===== src/rtl/muladd_pkg.sv =====
// Shared types and constants for the iterative MULADD sequencer.
package muladd_pkg;

    localparam int MULADD_WIDTH = 32;
    localparam logic [2:0] ALU_MULADD = 3'b101;

    typedef enum logic [1:0] {
        IDLE = 2'd0,
        RUN  = 2'd1,
        DONE = 2'd2
    } muladd_state_t;

endpackage


===== src/rtl/muladd_step.sv =====
// One shift-add iteration of b*c + a; a single WIDTH-bit adder serves both
// the initial addend (preloaded into acc) and every partial product.
module muladd_step #(
    parameter int WIDTH = 32
) (
    input  logic [WIDTH-1:0] acc,
    input  logic [WIDTH-1:0] mcand,
    input  logic [WIDTH-1:0] mplier,
    output logic [WIDTH-1:0] acc_next,
    output logic [WIDTH-1:0] mcand_next,
    output logic [WIDTH-1:0] mplier_next
);

    logic [WIDTH-1:0] addend;

    assign addend      = mplier[0] ? mcand : '0;
    assign acc_next    = acc + addend;
    assign mcand_next  = {mcand[WIDTH-2:0], 1'b0};
    assign mplier_next = {1'b0, mplier[WIDTH-1:1]};

endmodule


===== src/rtl/muladd_seq.sv =====
// Multi-cycle MULADD sequencer (result = b*c + a) that stalls the pipeline while busy.
// Optional op/stall statistics counters are built when MULADD_STATS_EN is defined.
module muladd_seq
    import muladd_pkg::*;
#(
    parameter int WIDTH = MULADD_WIDTH,
    parameter int CNT_W = $clog2(WIDTH)
) (
    input  logic             clk,
    input  logic             reset,
    input  logic             start,
    input  logic             flush,
    input  logic [WIDTH-1:0] a,
    input  logic [WIDTH-1:0] b,
    input  logic [WIDTH-1:0] c,
    output logic             stall,
    output logic             busy,
    output logic             done,
    output logic [WIDTH-1:0] result,
    output logic [WIDTH-1:0] op_cnt,
    output logic [WIDTH-1:0] stall_cnt
);

    muladd_state_t state, state_next;

    logic [WIDTH-1:0] acc, mcand, mplier;
    logic [WIDTH-1:0] acc_next, mcand_next, mplier_next;
    logic [CNT_W-1:0] cnt;
    logic             accept;
    logic             last;

    muladd_step #(.WIDTH(WIDTH)) u_step (
        .acc         (acc),
        .mcand       (mcand),
        .mplier      (mplier),
        .acc_next    (acc_next),
        .mcand_next  (mcand_next),
        .mplier_next (mplier_next)
    );

    assign accept = (state == IDLE) && start && !flush;
    assign last   = (cnt == CNT_W'(WIDTH - 1));

    always_comb begin
        state_next = state;
        case (state)
            IDLE:    if (accept) state_next = RUN;
            RUN:     if (flush) state_next = IDLE;
                     else if (last) state_next = DONE;
            DONE:    state_next = IDLE;
            default: state_next = IDLE;
        endcase
    end

    // Stall asserts in the accept cycle itself so the MULADD never leaves EX early.
    assign stall = accept || (state == RUN);
    assign busy  = (state == RUN);
    assign done  = (state == DONE) && !flush;

    always_ff @(posedge clk) begin
        if (reset) begin
            state  <= IDLE;
            acc    <= '0;
            mcand  <= '0;
            mplier <= '0;
            cnt    <= '0;
            result <= '0;
        end else begin
            state <= state_next;
            case (state)
                IDLE: begin
                    if (accept) begin
                        acc    <= a;
                        mcand  <= b;
                        mplier <= c;
                        cnt    <= '0;
                    end
                end
                RUN: begin
                    acc    <= acc_next;
                    mcand  <= mcand_next;
                    mplier <= mplier_next;
                    cnt    <= cnt + CNT_W'(1);
                    if (last && !flush) result <= acc_next;
                end
                default: ;
            endcase
        end
    end

`ifdef MULADD_STATS_EN
    logic [WIDTH-1:0] op_q, stall_q;

    always_ff @(posedge clk) begin
        if (reset) begin
            op_q    <= '0;
            stall_q <= '0;
        end else begin
            if (done)  op_q    <= op_q + WIDTH'(1);
            if (stall) stall_q <= stall_q + WIDTH'(1);
        end
    end

    assign op_cnt    = op_q;
    assign stall_cnt = stall_q;
`else
    assign op_cnt    = '0;
    assign stall_cnt = '0;
`endif

endmodule


===== config.mk =====
export PLATFORM = sky130hd
export DESIGN_NAME = muladd_seq
export DESIGN_NICKNAME = d
export VERILOG_FILES = /design/src/rtl/muladd_pkg.sv /design/src/rtl/muladd_step.sv /design/src/rtl/muladd_seq.sv
export SDC_FILE = /design/constraint.sdc
export NUM_CORES = 1
export LEC_CHECK = 0
export CAP_MARGIN = 25
export CORE_ASPECT_RATIO = 1.4
export CORE_MARGIN = 3
export CORE_UTILIZATION = 35
export DETAILED_ROUTE_END_ITERATION = 10
export SLEW_MARGIN = 20
export SYNTH_ARGS = -nofsm -noshare
export SYNTH_HDL_FRONTEND = slang
export SYNTH_HIERARCHICAL = 1
export SYNTH_SLANG_ARGS = --single-unit

===== constraint.sdc =====
create_clock -name clk -period 3.25 [get_ports clk]
set_input_delay 0.65 -clock clk [delete_from_list [all_inputs] [get_ports clk]]
set_output_delay 0.65 -clock clk [all_outputs]
set_load 0.01 [all_outputs]

==> key figures <==
Placed design
  – Dpl cell area: roughly 10,000 um2
  – Buffers on Ports: 134
  – Dpl hpwl: approximately 18,000 um
  – Routability cong.: about 0.9

Yosys
  – Post-synthesis async set-or-reset flop share: 0
  – Seq/Total Area, Yosys: 0.2918
  – Synth Instances: about 1,200
  – Synth warn: 6
  – Mean Syn Cell Area: between 7 and 8 um2
  – #FFs+latches synth: 135
  – Post-Syn Area: 9263 um2
  – Count of cell types in the netlist: 60
  – Post-synth EDFFs: 0
  – Synth Flop Type: dfxtp_1

GRT
  – Total track usage: 0.1779
  – Global-route wire length before repair: a little over 40,000 um
  – Total grt overflow: 0
  – Largest net degree at the start of global routing: 101
  – Number of global-route vias before repair: 8,172
  – Antenna violations before repair: 0

Clock network
  – CTS buffer count: 17
  – Clock-pin slew on the worst setup and hold paths: 0.06 ns
  – H-tree depth: 4
  – Worst-skew pair later-pin latency: 0.43 ns
  – Root Buffer: clkbuf_16
  – Sink Count: between 100 and 150
  – Bufs on Longest Clock Path: 2
  – CTS tree: done

STA
  – Worst Tran Pin Value: a little under 0.8 ns
  – Fmax: between 300 and 400 MHz
  – Worst Skew: between 0.01 and 0.015 ns
  – Setup violators final: 0
  – Fin crit period: around 3.1 ns
  – Final Hold Vio Count: 0
  – Hold slack: between 0.4 and 0.5 ns
  – Tcrit/Tclk final: 0.9685
  – RSZ-0062 raised after global routing: no
  – Max-slew violation count: 0
  – Max_slew headroom: 0.4869

Worst setup path
  – Worst path buffer plus inverter count: 2
  – Crit-path max FO: 6
  – Worst Setup SP: mplier[0]
  – Critical-path cell list: and2_1, ha_1, fa_2, a21o_1, a221oi_2, buf_4, a211oi_2, a21oi_2, o221ai_2, and4_1, or3_4, inv_1, a21oi_1, o221a_1
  – Critical path class: reg2reg
  – Critical path's largest stage delay: just under 0.4 ns
  – Arrival @ worst endpoint: about 3.5 ns
  – Cell family with most CP delay: compound AO/OA/AOI/OAI gates
  – R2R Path Start: mplier[0]
  – Worst setup EP type: flip-flop
  – Slowest CP cell: or3_4
  – Startpoint types: flip-flop
  – Required time worst endpoint: ~3.6 ns

Routing
  – Routed vias/inst: about 5.2
  – 1st-iter DRT viols: about 570
  – ANT nets after route: 0
  – Routed WL per cell: roughly 16 um
  – Pre-Repair DR Iteration Count: 6
  – Post-Route WL: 25,870 um
  – Via count: between 8,000 and 9,000
  – DRC violations left: 0

Power
  – VDD IR max: ~0.00035 V
  – Pleak: between 0.004 and 0.005 uW
  – PwrDens: about 420 nW/um2

Job
  – Max-capacitance violation count: 0

Layout
  – Commonest non-fill, non-tap cell in the layout: nand2_1
  – Synthesis-to-finish area growth: 18.14%
  – Nets: around 1,400
  – Most frequent cells in the layout: nand2_1 (212), clkdlybuf4s50_1 (133), dfxtp_1 (132), inv_1 (102), a21oi_1 (101)
  – Layout cells sized above 1: 0.08135
  – Design Area, Final: 10,940 um2
  – Ant diodes: 0
  – Fin util: 0.4253

Hold path
  – Hold path startpoint: result[15]
  – Worst min path class: reg2reg

Floorplan
  – Die width: 143.5 um
  – Num rows: 69
  – Die ar.: around 28,000 um2
  – Die Y: ~200 um
  – I/O pin count: between 150 and 200
  – Initial core utilization: 0.3600
  – Core box area: 25,730 um2

Run status
  – Status: complete, no violations
==> kinds of logic after synthesis <==
| group | count (synthesis) | share of synthesized area |
|---|---|---|
| adders and majority gates | 34 | 0.04674 |
| DFF | 135 | 0.2918 |
| AOI/OAI and AO/OA | 341 | 0.2692 |
| muxes | 1 | 0.001081 |
| other | 2 | 0.0008108 |
| and+or+nand+nor | 385 | 0.1803 |
| xor gates and xnor gates | 24 | 0.02269 |
| buffers and inverters | 319 | 0.1874 |
==> cell type report <==
| cell class | instances | area, um2 |
|---|---|---|
| Clock buffer | 24 | 491.7 |
| Timing Repair Buffer | 183 | 1752 |
| Tap cell | 319 | 399.1 |
| Sequential cell | 135 | 2706 |
| Inverter | 103 | 387.9 |
| Multi-Input combinational cell | 851 | 5160 |
| Fill cell | 2607 | 14780 |
| Clock inverter | 7 | 46.29 |
==> routing by layer <==
metal / vias up / track usage / routed length [um]
li1: 4205 / - / -
met1: 3986 / 0.2220 / 11390
met2: 268 / 0.3041 / 12490
met3: 44 / 0.02862 / 1285
met4: 0 / 0.07188 / 707
met5: - / 0 / 0
==> registers in the layout, summed over array words and instances (netlist names) <==
signal,cells
mplier,32
cnt,5
mcand,32
result,32
acc,32
state,2
==> power breakdown <==
part | switching [uW] | leakage, uW | internal (uW)
clock | 742 | 0.000258 | 1050
sequential | 100 | 0.00111 | 1770
combinational | 514 | 0.00313 | 436
total | 1360 | 0.00450 | 3260
==> repair_timing <==
item,in CTS,in global routing
setup buffers,0,2
pin swaps,1,5
hold buffers,0,0
resized for setup,3,14
endpoints found under the setup margin,3,11
==> per-stage QoR <==
step           TNS [ns]  instances  total power (uW)  setup slack (ns)
2_1_floorplan         0       1305              2646            0.2317
3_3_place_gp   -0.02285       1588              2826          -0.02285
3_5_place_dp    -0.1363       1588              2838          -0.09026
4_1_cts               0       1619              4663          0.004800
5_1_grt               0       1622              4839          0.004068
6_report              0       1622              4613            0.1023
==> worst register-to-register path: cells and delay by family, from the launching register on <==
family	cells	cell delay, ns
AO/OA/AOI/OAI	7	1.11
AND/OR/NAND/NOR	3	0.79
adder cells (fa/ha/maj)	2	0.58
flip-flops	1	0.34
buffers and inverters	2	0.23
==> path summary, 6_finish.rpt <==
kind	to	slack, ns	depth (start not counted)
worst min-delay path	result[15]	0.45	2
worst max-delay path	acc[28]	0.10	14
worst min register to register	result[15]	0.45	2
worst max register to register	acc[28]	0.10	14
==> synthesized netlist by cell type, types with 5 or more instances <==
| cell | instances | area, um2 |
|---|---|---|
| buf_6 | 5 | 56.30 |
| nor3_1 | 11 | 55.05 |
| and3_1 | 8 | 50.05 |
| a21oi_1 | 103 | 515.5 |
| o21ai_0 | 16 | 80.08 |
| and2_1 | 32 | 200.2 |
| nand2b_1 | 7 | 43.79 |
| a31oi_1 | 69 | 431.7 |
| buf_1 | 10 | 37.54 |
| a211oi_1 | 5 | 37.54 |
| clkbuf_1 | 57 | 214.0 |
| buf_2 | 16 | 80.08 |
| a21o_1 | 19 | 142.6 |
| o21a_1 | 7 | 52.55 |
| a221o_1 | 65 | 650.6 |
| dfxtp_1 | 135 | 2703 |
| ha_1 | 33 | 412.9 |
| inv_1 | 102 | 382.9 |
| xor2_1 | 12 | 105.1 |
| buf_4 | 128 | 960.9 |
| nor2_1 | 83 | 311.6 |
| nand2_1 | 212 | 795.8 |
| xnor2_1 | 12 | 105.1 |
| nand3_1 | 12 | 60.06 |
| o221a_1 | 28 | 315.3 |
No activity file was read; power rests on OpenSTA's default activity.
